===== config.mk =====
export PLATFORM = sky130hd
export DESIGN_NAME = booth_seq_multiplier
export DESIGN_NICKNAME = d
export VERILOG_FILES = /design/src/rtl/booth_seq_multiplier_pkg.sv /design/src/rtl/booth_seq_multiplier_booth_step.sv /design/src/rtl/booth_seq_multiplier.sv
export SDC_FILE = /design/constraint.sdc
export NUM_CORES = 1
export LEC_CHECK = 0
export ABC_CLOCK_PERIOD_IN_PS = 7200
export CAP_MARGIN = 10
export CELL_PAD_IN_SITES_DETAIL_PLACEMENT = 2
export CELL_PAD_IN_SITES_GLOBAL_PLACEMENT = 2
export CORE_UTILIZATION = 34
export CTS_CLUSTER_SIZE = 14
export DETAILED_ROUTE_END_ITERATION = 16
export GPL_ROUTABILITY_DRIVEN = 0
export HOLD_SLACK_MARGIN = 0.06
export PLACE_DENSITY_LB_ADDON = 0.1
export SLEW_MARGIN = 10
export SYNTH_ARGS = -nofsm -noshare
export SYNTH_HDL_FRONTEND = slang
export SYNTH_SLANG_ARGS = --single-unit

===== constraint.sdc =====
create_clock -name clk -period 7.2 [get_ports clk]
set_clock_uncertainty 0.05 [all_clocks]
set_input_delay 1.44 -clock clk [delete_from_list [all_inputs] [get_ports clk]]
set_output_delay 1.44 -clock clk [all_outputs]
set_load 0.005 [all_outputs]

===== src/rtl/booth_seq_multiplier_pkg.sv =====
// Shared definitions for the sequential multiply (and future divide) sequencers:
// state encodings, word width and Booth action codes.
package booth_seq_multiplier_pkg;

    localparam int WORD_W = 32;

    typedef enum logic [1:0] {
        ST_IDLE = 2'd0,
        ST_RUN  = 2'd1,
        ST_DONE = 2'd2
    } state_t;

    typedef enum logic [1:0] {
        BOOTH_NOP = 2'd0,
        BOOTH_ADD = 2'd1,
        BOOTH_SUB = 2'd2
    } booth_op_t;

    function automatic booth_op_t booth_decode(input logic q0, input logic q_1);
        case ({q0, q_1})
            2'b01:   return BOOTH_ADD;
            2'b10:   return BOOTH_SUB;
            default: return BOOTH_NOP;
        endcase
    endfunction

endpackage


===== src/rtl/booth_seq_multiplier_booth_step.sv =====
// One radix-2 Booth iteration: add/subtract M into A, then arithmetic shift
// of {A, Q, q_1} right by one.
module booth_step
    import booth_seq_multiplier_pkg::*;
#(
    parameter int WIDTH = WORD_W
) (
    input  logic [WIDTH:0]   acc,
    input  logic [WIDTH-1:0] q,
    input  logic             q_1,
    input  logic [WIDTH:0]   m,
    output logic [WIDTH:0]   acc_next,
    output logic [WIDTH-1:0] q_next,
    output logic             q_1_next
);

    logic [WIDTH:0] sum;

    always_comb begin
        sum = acc;
        case (booth_decode(q[0], q_1))
            BOOTH_ADD: sum = acc + m;
            BOOTH_SUB: sum = acc - m;
            default:   sum = acc;
        endcase
        acc_next = {sum[WIDTH], sum[WIDTH:1]};
        q_next   = {sum[0], q[WIDTH-1:1]};
        q_1_next = q[0];
    end

endmodule


===== src/rtl/booth_seq_multiplier.sv =====
// Multi-cycle signed Booth multiplier: one iteration per clock, product
// returned in hi/lo and held until the next completed operation.
module booth_seq_multiplier
    import booth_seq_multiplier_pkg::*;
#(
    parameter int WIDTH = WORD_W,
    parameter int CNT_W = 6
) (
    input  logic             clk,
    input  logic             reset,
    input  logic             start,
    input  logic [WIDTH-1:0] multiplicand,
    input  logic [WIDTH-1:0] multiplier,
    output logic             busy,
    output logic             done,
    output logic [WIDTH-1:0] hi,
    output logic [WIDTH-1:0] lo
);

    localparam logic [CNT_W-1:0] LAST_COUNT = CNT_W'(WIDTH - 1);

    state_t           state, state_next;
    logic [WIDTH:0]   acc, m;
    logic [WIDTH-1:0] q;
    logic             q_1;
    logic [CNT_W-1:0] count;
    logic             load, last;

    logic [WIDTH:0]   acc_next;
    logic [WIDTH-1:0] q_next;
    logic             q_1_next;

    booth_step #(.WIDTH(WIDTH)) u_step (
        .acc      (acc),
        .q        (q),
        .q_1      (q_1),
        .m        (m),
        .acc_next (acc_next),
        .q_next   (q_next),
        .q_1_next (q_1_next)
    );

    always_ff @(posedge clk) begin
        if (reset) state <= ST_IDLE;
        else       state <= state_next;
    end

    always_comb begin
        state_next = state;
        busy       = 1'b0;
        done       = 1'b0;
        load       = 1'b0;
        last       = 1'b0;
        case (state)
            ST_IDLE: begin
                if (start) begin
                    load       = 1'b1;
                    state_next = ST_RUN;
                end
            end
            ST_RUN: begin
                busy = 1'b1;
                if (count == LAST_COUNT) begin
                    last       = 1'b1;
                    state_next = ST_DONE;
                end
            end
            ST_DONE: begin
                done = 1'b1;
                if (start) begin
                    load       = 1'b1;
                    state_next = ST_RUN;
                end else begin
                    state_next = ST_IDLE;
                end
            end
            default: state_next = ST_IDLE;
        endcase
    end

    // hi/lo only move when an operation completes, so they survive a following RUN
    always_ff @(posedge clk) begin
        if (reset) begin
            acc   <= '0;
            q     <= '0;
            q_1   <= 1'b0;
            m     <= '0;
            count <= '0;
            hi    <= '0;
            lo    <= '0;
        end else if (load) begin
            acc   <= '0;
            q     <= multiplier;
            q_1   <= 1'b0;
            m     <= {multiplicand[WIDTH-1], multiplicand};
            count <= '0;
        end else if (state == ST_RUN) begin
            acc   <= acc_next;
            q     <= q_next;
            q_1   <= q_1_next;
            count <= count + CNT_W'(1);
            if (last) begin
                hi <= acc_next[WIDTH-1:0];
                lo <= q_next;
            end
        end
    end

endmodule


==> results.txt, run 1 <==
Fmax = 201 MHz
Post-CTS Hold Fix Bufs = 0
Post-CTS Setup Inserts = 0
Post-Syn Area = 0.00883 mm^2
Period Utilization, post-route = 69.0%
largest area contributor in the netlist = dfxtp_1
Max-Cap Viols = 0
Hold Path Stages = 2
Setup WS post-layout = 2230 ps
vias in the first global route = 9,322
M1 WL = 13,300 um
Fill cells = 2,869
clock power share = 37.6%
R2R Path End = acc[28]$_SDFFE_PP0P_
share of the synthesized area in the top cell type = 38.3%
worst reg-to-reg setup slack = 2230 ps
Port Buffers = 132
Setup violations, final = 0
FFs w/ async S/R, synth = 0%
Die Y = 163 um
Die W = 163 um
ys flop type = dfxtp_1
Avg Inst Size Synth = 7.67 um^2
crit-path max FO = 6
r2r startpoint = m[0]$_SDFFE_PP0P_
top cells by area, synth = dfxtp_1 38%, a21oi_1 10%, nand2_1 9.4%
Routed wire per std cell = 19.8 um
# diodes = 0
setup total negative slack = 0 ps
Least-Margin Pin Slew = 1090 ps
WL final = 31,300 um
cts bufs inserted = 17
Vias/cell = 5.54
DP Worst Slack = 2370 ps
P_leak = 3.98 nW
Syn Inst Count = 1,151
Seq/Total Area, Yosys = 38.3%
Seq pwr share = 40.0%
CTS clk-pin slew, worst paths = 80 ps
Worst Setup SP = m[0]$_SDFFE_PP0P_
switch share = 34.1%
endpoints failing hold = 0
largest net degree at the start of global routing = 70
GRT Total Usage = 24.1%
Rows = 58
I/O pin cnt = 133
NetSw = 0.000859 W
DR WL met2 = 16,500 um
Post-CTS Resized = 0
EDFF count, synth = 0
met3 WL = 822 um
worst r2r path cells = 14
Hold Path Class = flip-flop to flip-flop
DRT iter0 DRCs = 367
clock latency on the worst-skew pair = 450 ps
sequential cell area = 0.00338 mm^2
Netlist cell types = 58
crit end category = flip-flop
Final Util = 43.3%
DP Wirelength = 22,200 um
peak supply drop = 126 uV
Setup CP Type = flip-flop to flip-flop
First-pass DRT Iterations = 5
H-tree Lvls = 4
Clock Sinks = 169
Yosys warning count = 0
Power Density = 229 mW/mm^2
# DRC = 0
CP required = 7460 ps
first-pass GRT wire length = 50,300 um
CTS tree = done
Worst Setup Start Kind = flip-flop
WP data arrival = 5220 ps
hold endpoint = lo[24]$_SDFFE_PP0P_
Logic pwr share = 22.5%
Slew Limit Fails = 0
Worst Hold Launch = lo[24]$_SDFFE_PP0P_
fin crit period = 4970 ps
CTS root buf = clkbuf_16
Die Footprint = 0.0266 mm^2
RSZ-0062 raised after global routing = false
Yosys reg bits = 169
core box area = 0.0253 mm^2
status = complete, no violations
Vias = 8,752
Post-Syn Nets = 1,254
Cell Int Power = 0.00166 W
layout cells sized above 1 = 4.32%
Layout area overhead = 24.3%
Max clock buf depth = 2
area of the multi-input gates = 0.00511 mm^2
initial antenna violation count = 0
DR top layer = met4
Starting Density = 34.9%
GRT overflow = 0
Max-slew headroom = 26.5%
antenna viol nets, final = 0
Nets = 1,339
-- power groups by stage --
stage                     sequential, W  combinational (W)  clock (W)
after floorplan                 0.00101           0.000396          0
after global placement          0.00103           0.000547          0
after detailed placement        0.00103           0.000562          0
after CTS                       0.00101           0.000570   0.000964
after global routing            0.00101           0.000626   0.000999
final                           0.00101           0.000565   0.000946
-- final cells by class --
class	instances	share of cell area (%)
Multi-Input combinational cell	888	46.6
Sequential cell	169	30.8
Timing Repair Buffer	143	12.8
Clock buffer	17	3.88
Tap cell	330	3.76
Clock inverter	15	1.60
Inverter	17	0.581
-- cells by family after synthesis --
logic type / after synthesis / share of synthesized area, %
xor gates and xnor gates: 58 / 5.75
adders and majority gates: 36 / 5.19
DFF: 169 / 38.3
buffers and inverters: 94 / 4.00
muxes: 13 / 1.47
and+or+nand+nor: 416 / 20.4
AOI/OAI and AO/OA: 365 / 24.9
-- through the flow --
step / hold WS (ps) / instance area [um^2] / power (W) / instances
after global placement: 393 / 10400 / 0.00157 / 1547
final: 408 / 11000 / 0.00252 / 1579
after detailed placement: 400 / 10400 / 0.00159 / 1547
after global routing: 428 / 11000 / 0.00264 / 1579
after CTS: 412 / 11000 / 0.00254 / 1579
after floorplan: 386 / 8830 / 0.00141 / 1151
-- layer usage --
layer | vias to the layer above | GRT usage, %
met5 | - | 0
met4 | 0 | 7.90
li1 | 4200 | -
met1 | 4393 | 27.8
met3 | 42 | 3.71
met2 | 117 | 44.7
-- cells in the final DEF, fill, tap and decap left out, types with 3 or more instances in the layout --
cell	n
a21oi_1	182
xor2_1	12
inv_8	4
nor2_1	99
inv_1	16
dfxtp_1	169
a31oi_1	12
nor4_1	7
mux2i_1	13
o21bai_1	3
clkdlybuf4s50_1	131
nand2_1	220
clkinv_8	5
o211ai_1	3
o21a_1	5
a221oi_1	4
o21ai_0	53
buf_4	12
nor3_1	20
nand3_1	11
a211oi_1	25
nor2b_1	6
o31ai_1	4
xnor2_1	46
clkinv_4	3
and3_1	7
nand4_1	7
and2_1	4
a21o_1	16
or3_1	7
ha_1	35
a2111oi_0	4
a22oi_1	33
nand2b_1	8
or4_1	4
a41oi_1	3
clkbuf_16	17
-- how the worst max path moves through the flow --
stage | endpoint | cells after the start
final | acc[28]$_SDFFE_PP0P_ | 14
after global routing | hi[28]$_SDFFE_PP0P_ | 14
after CTS | acc[28]$_SDFFE_PP0P_ | 14
after detailed placement | acc[28]$_SDFFE_PP0P_ | 18
after global placement | hi[28]$_SDFFE_PP0P_ | 18
after floorplan | acc[28]$_SDFFE_PP0P_ | 17
-- synthesized netlist by cell type, types with 2 or more instances --
cell type	number
a2111oi_0	4
a211o_1	2
a211oi_1	25
a21o_1	16
a21oi_1	182
a221oi_1	4
a22oi_1	33
a31oi_1	12
a41oi_1	3
and2_1	4
and3_1	7
and3b_1	2
buf_1	6
clkbuf_1	71
dfxtp_1	169
ha_1	35
inv_1	16
mux2i_1	13
nand2_1	220
nand2b_1	8
nand3_1	12
nand4_1	7
nor2_1	100
nor2b_1	8
nor3_1	20
nor3b_1	2
nor4_1	7
nor4_2	2
nor4b_1	2
o211ai_1	3
o21a_1	5
o21ai_0	53
o21bai_1	3
o221ai_1	2
o31ai_1	4
o41ai_1	2
or3_1	7
or4_1	4
xnor2_1	46
xor2_1	12
-- flip-flops by register name (all words and copies together) (netlist names) --
register  count
m            32
count         6
state         2
acc          32
hi           32
lo           32
q            32
q_1           1
-- critical path, cell delays in order (launching register included) --
cell,delay [ps]
dfxtp_1,360
inv_1,70
ha_1,180
nor4b_1,880
a21oi_1,200
xnor2_1,170
ha_1,340
a21oi_1,360
o21ai_0,280
nor4_1,550
a211oi_1,280
o21ai_0,210
or3b_1,380
xnor2_1,150
a2111oi_0,370
No activity file was read; power rests on OpenSTA's default activity.
==> run 2, diff against run 1 <==
ABC_CLOCK_PERIOD_IN_PS = 4500   (was 7200)
CORE_UTILIZATION = 28   (was 34)
clock period = 4.5 ns   (was 7.2 ns; I/O delays follow)
==> run 2 against run 1 <==
  * Die area rose by 21%
  * Wire length up 1.6%
  * Non-clock buffer count rose by 20
  * Utilization fell by 6.8 points
  * Clock power rose by 58%
  * Total power rose by 60%
  * Via count fell by 1.2%
  * Global-route usage shrank 3.9 points
  * Critical path depth is 3 higher
  * Flip-flop and latch count stayed put
  * Register-to-register slack got worse by 2000 ps
  * Cell count grew 5.4%
  * Highest routed layer unchanged
==> results.txt, run 2 (same netlist as run 1, synthesis figures left out) <==
Least-Margin Pin Slew = 1160 ps
crit end category = flip-flop
CTS clk-pin slew, worst paths = 70 ps
r2r startpoint = m[5]$_SDFFE_PP0P_
DP Wirelength = 23,500 um
Slew Limit Fails = 0
R2R Path End = hi[28]$_SDFFE_PP0P_
crit path max-delay cell type = or4_4
crit-path max FO = 5
status = complete, no violations
WP data arrival = 4520 ps
Vias = 8,648
Buf/Inv on CP = 0
Max-slew headroom = 22.6%
cts bufs inserted = 17
fin crit period = 4240 ps
Die Y = 180 um
Hold Path Class = flip-flop to flip-flop
Worst Hold Launch = lo[13]$_SDFFE_PP0P_
Setup violations, final = 0
Max-Cap Viols = 0
clock latency on the worst-skew pair = 440 ps
Layout area overhead = 27.6%
Power Density = 358 mW/mm^2
Final Util = 36.5%
core box area = 0.0308 mm^2
H-tree Lvls = 4
kind of cell adding the most delay to the critical path = simple AND/OR/NAND/NOR gates
CP peak stage delay = 560 ps
# DRC = 0
Period Utilization, post-route = 94.1%
CTS tree = done
hold endpoint = lo[13]$_SDFFE_PP0P_
DRT iter0 DRCs = 341
worst reg-to-reg setup slack = 260 ps
Post-CTS Setup Inserts = 0
CTS root buf = clkbuf_16
met2 GRT Util = 36.7%
commonest non-fill, non-tap cell in the layout = nand2_1
First-pass DRT Iterations = 6
# diodes = 0
P_leak = 4.07 nW
Vias/cell = 5.20
first-pass GRT wire length = 51,600 um
Die Footprint = 0.0322 mm^2
layout cells sized above 1 = 6.70%
most frequent cells in the layout = 220 x nand2_1, 179 x a21oi_1, 169 x dfxtp_1
Nets = 1,359
I/O pin cnt = 133
Port Buffers = 132
Starting Density = 28.6%
initial antenna violation count = 0
Clock Sinks = 169
vias in the first global route = 9,241
Post-CTS Hold Fix Bufs = 0
Routed wire per std cell = 19.1 um
Cell Chain, Critical Path = or4_4, nor4_4, nand2_1, nor2_2, and2_1, nor2b_1, nor2_1, xnor2_1, ha_1, a21o_1, a21o_1, a21oi_2, o21a_1, o21ai_0, or3b_1, xnor2_1, a2111oi_2
Max clock buf depth = 2
WL final = 31,900 um
Die W = 180 um
setup total negative slack = 0 ps
antenna viol nets, final = 0
endpoints failing hold = 0
worst r2r path cells = 17
largest net degree at the start of global routing = 65
Fmax = 236 MHz
RSZ-0062 raised after global routing = true
CP required = 4780 ps
Worst Setup Start Kind = flip-flop
Setup CP Type = flip-flop to flip-flop
GRT Total Usage = 20.2%
GRT overflow = 0
Hold Path Stages = 2
met1 usage = 24.6%
peak supply drop = 282 uV
total power = 0.00404 W
met3 Use GR = 3.75%
Rows = 64
most used routing layer = met2
-- run 2: cell count changes in the layout (fill, tap and decap cells not counted), sizes merged --
cell / change
clkbuf: +1
buf: +20
bufinv: +2
clkinv: -4
clkinvlp: +3
inv: -3
-- run 2: routing by layer --
metal / vias up / routed length (um) / part of all wire (%)
li1: 4238 / - / -
met1: 4303 / 14300 / 45
met2: 87 / 16300 / 51
met3: 20 / 876 / 2.7
met4: 0 / 396 / 1.2
met5: - / 0 / 0
-- run 2: worst min-delay path, delay by kind of cell (launching register included) --
family           cells  cell delay, ps
AND/OR/NAND/NOR      1              50
flip-flops           1             310
AO/OA/AOI/OAI        1              50
-- run 2: what timing repair did --
item / in CTS / in global routing
pin swaps: 0 / 1
resized for setup: 1 / 15
endpoints found under the setup margin: 1 / 16
-- run 2: cell type report --
type / count / area (um^2)
clock buffers: 18 / 429
clock inverters: 13 / 145
fillers: 3467 / 19600
inverters: 17 / 63.8
multi-input cells: 888 / 5180
flip-flops and latches: 169 / 3380
well taps: 396 / 495
repair buffers: 163 / 1560
-- run 2: power breakdown --
part	total (W)	switching, W	internal, W
registers	0.00161	0.0000575	0.00155
clock network	0.00149	0.000668	0.000820
logic	0.000941	0.000567	0.000374
-- run 2: stage by stage --
step                instance area, um^2  cells  worst slack (ps)  hold WS [ps]
floorplan                          8830   1151               500           386
global placement                  10600   1633               209           395
detailed placement                10600   1633             -3.27           401
CTS                               11200   1664              22.1           412
global route                      11300   1664             -21.0           436
finish                            11300   1664               264           408
-- run 2: worst max-delay path by stage --
stage / from / end / depth (start not counted)
floorplan: m[5]$_SDFFE_PP0P_ / acc[28]$_SDFFE_PP0P_ / 17
global placement: m[5]$_SDFFE_PP0P_ / hi[28]$_SDFFE_PP0P_ / 14
detailed placement: m[5]$_SDFFE_PP0P_ / hi[28]$_SDFFE_PP0P_ / 14
CTS: m[5]$_SDFFE_PP0P_ / hi[28]$_SDFFE_PP0P_ / 17
global route: m[5]$_SDFFE_PP0P_ / hi[28]$_SDFFE_PP0P_ / 17
finish: m[5]$_SDFFE_PP0P_ / hi[28]$_SDFFE_PP0P_ / 17
==> run 3, diff against run 2 <==
CORE_MARGIN = 1   (was unset)
==> results of run 3 <==
Final layout, timing and power as in run 2 (identical DEF).
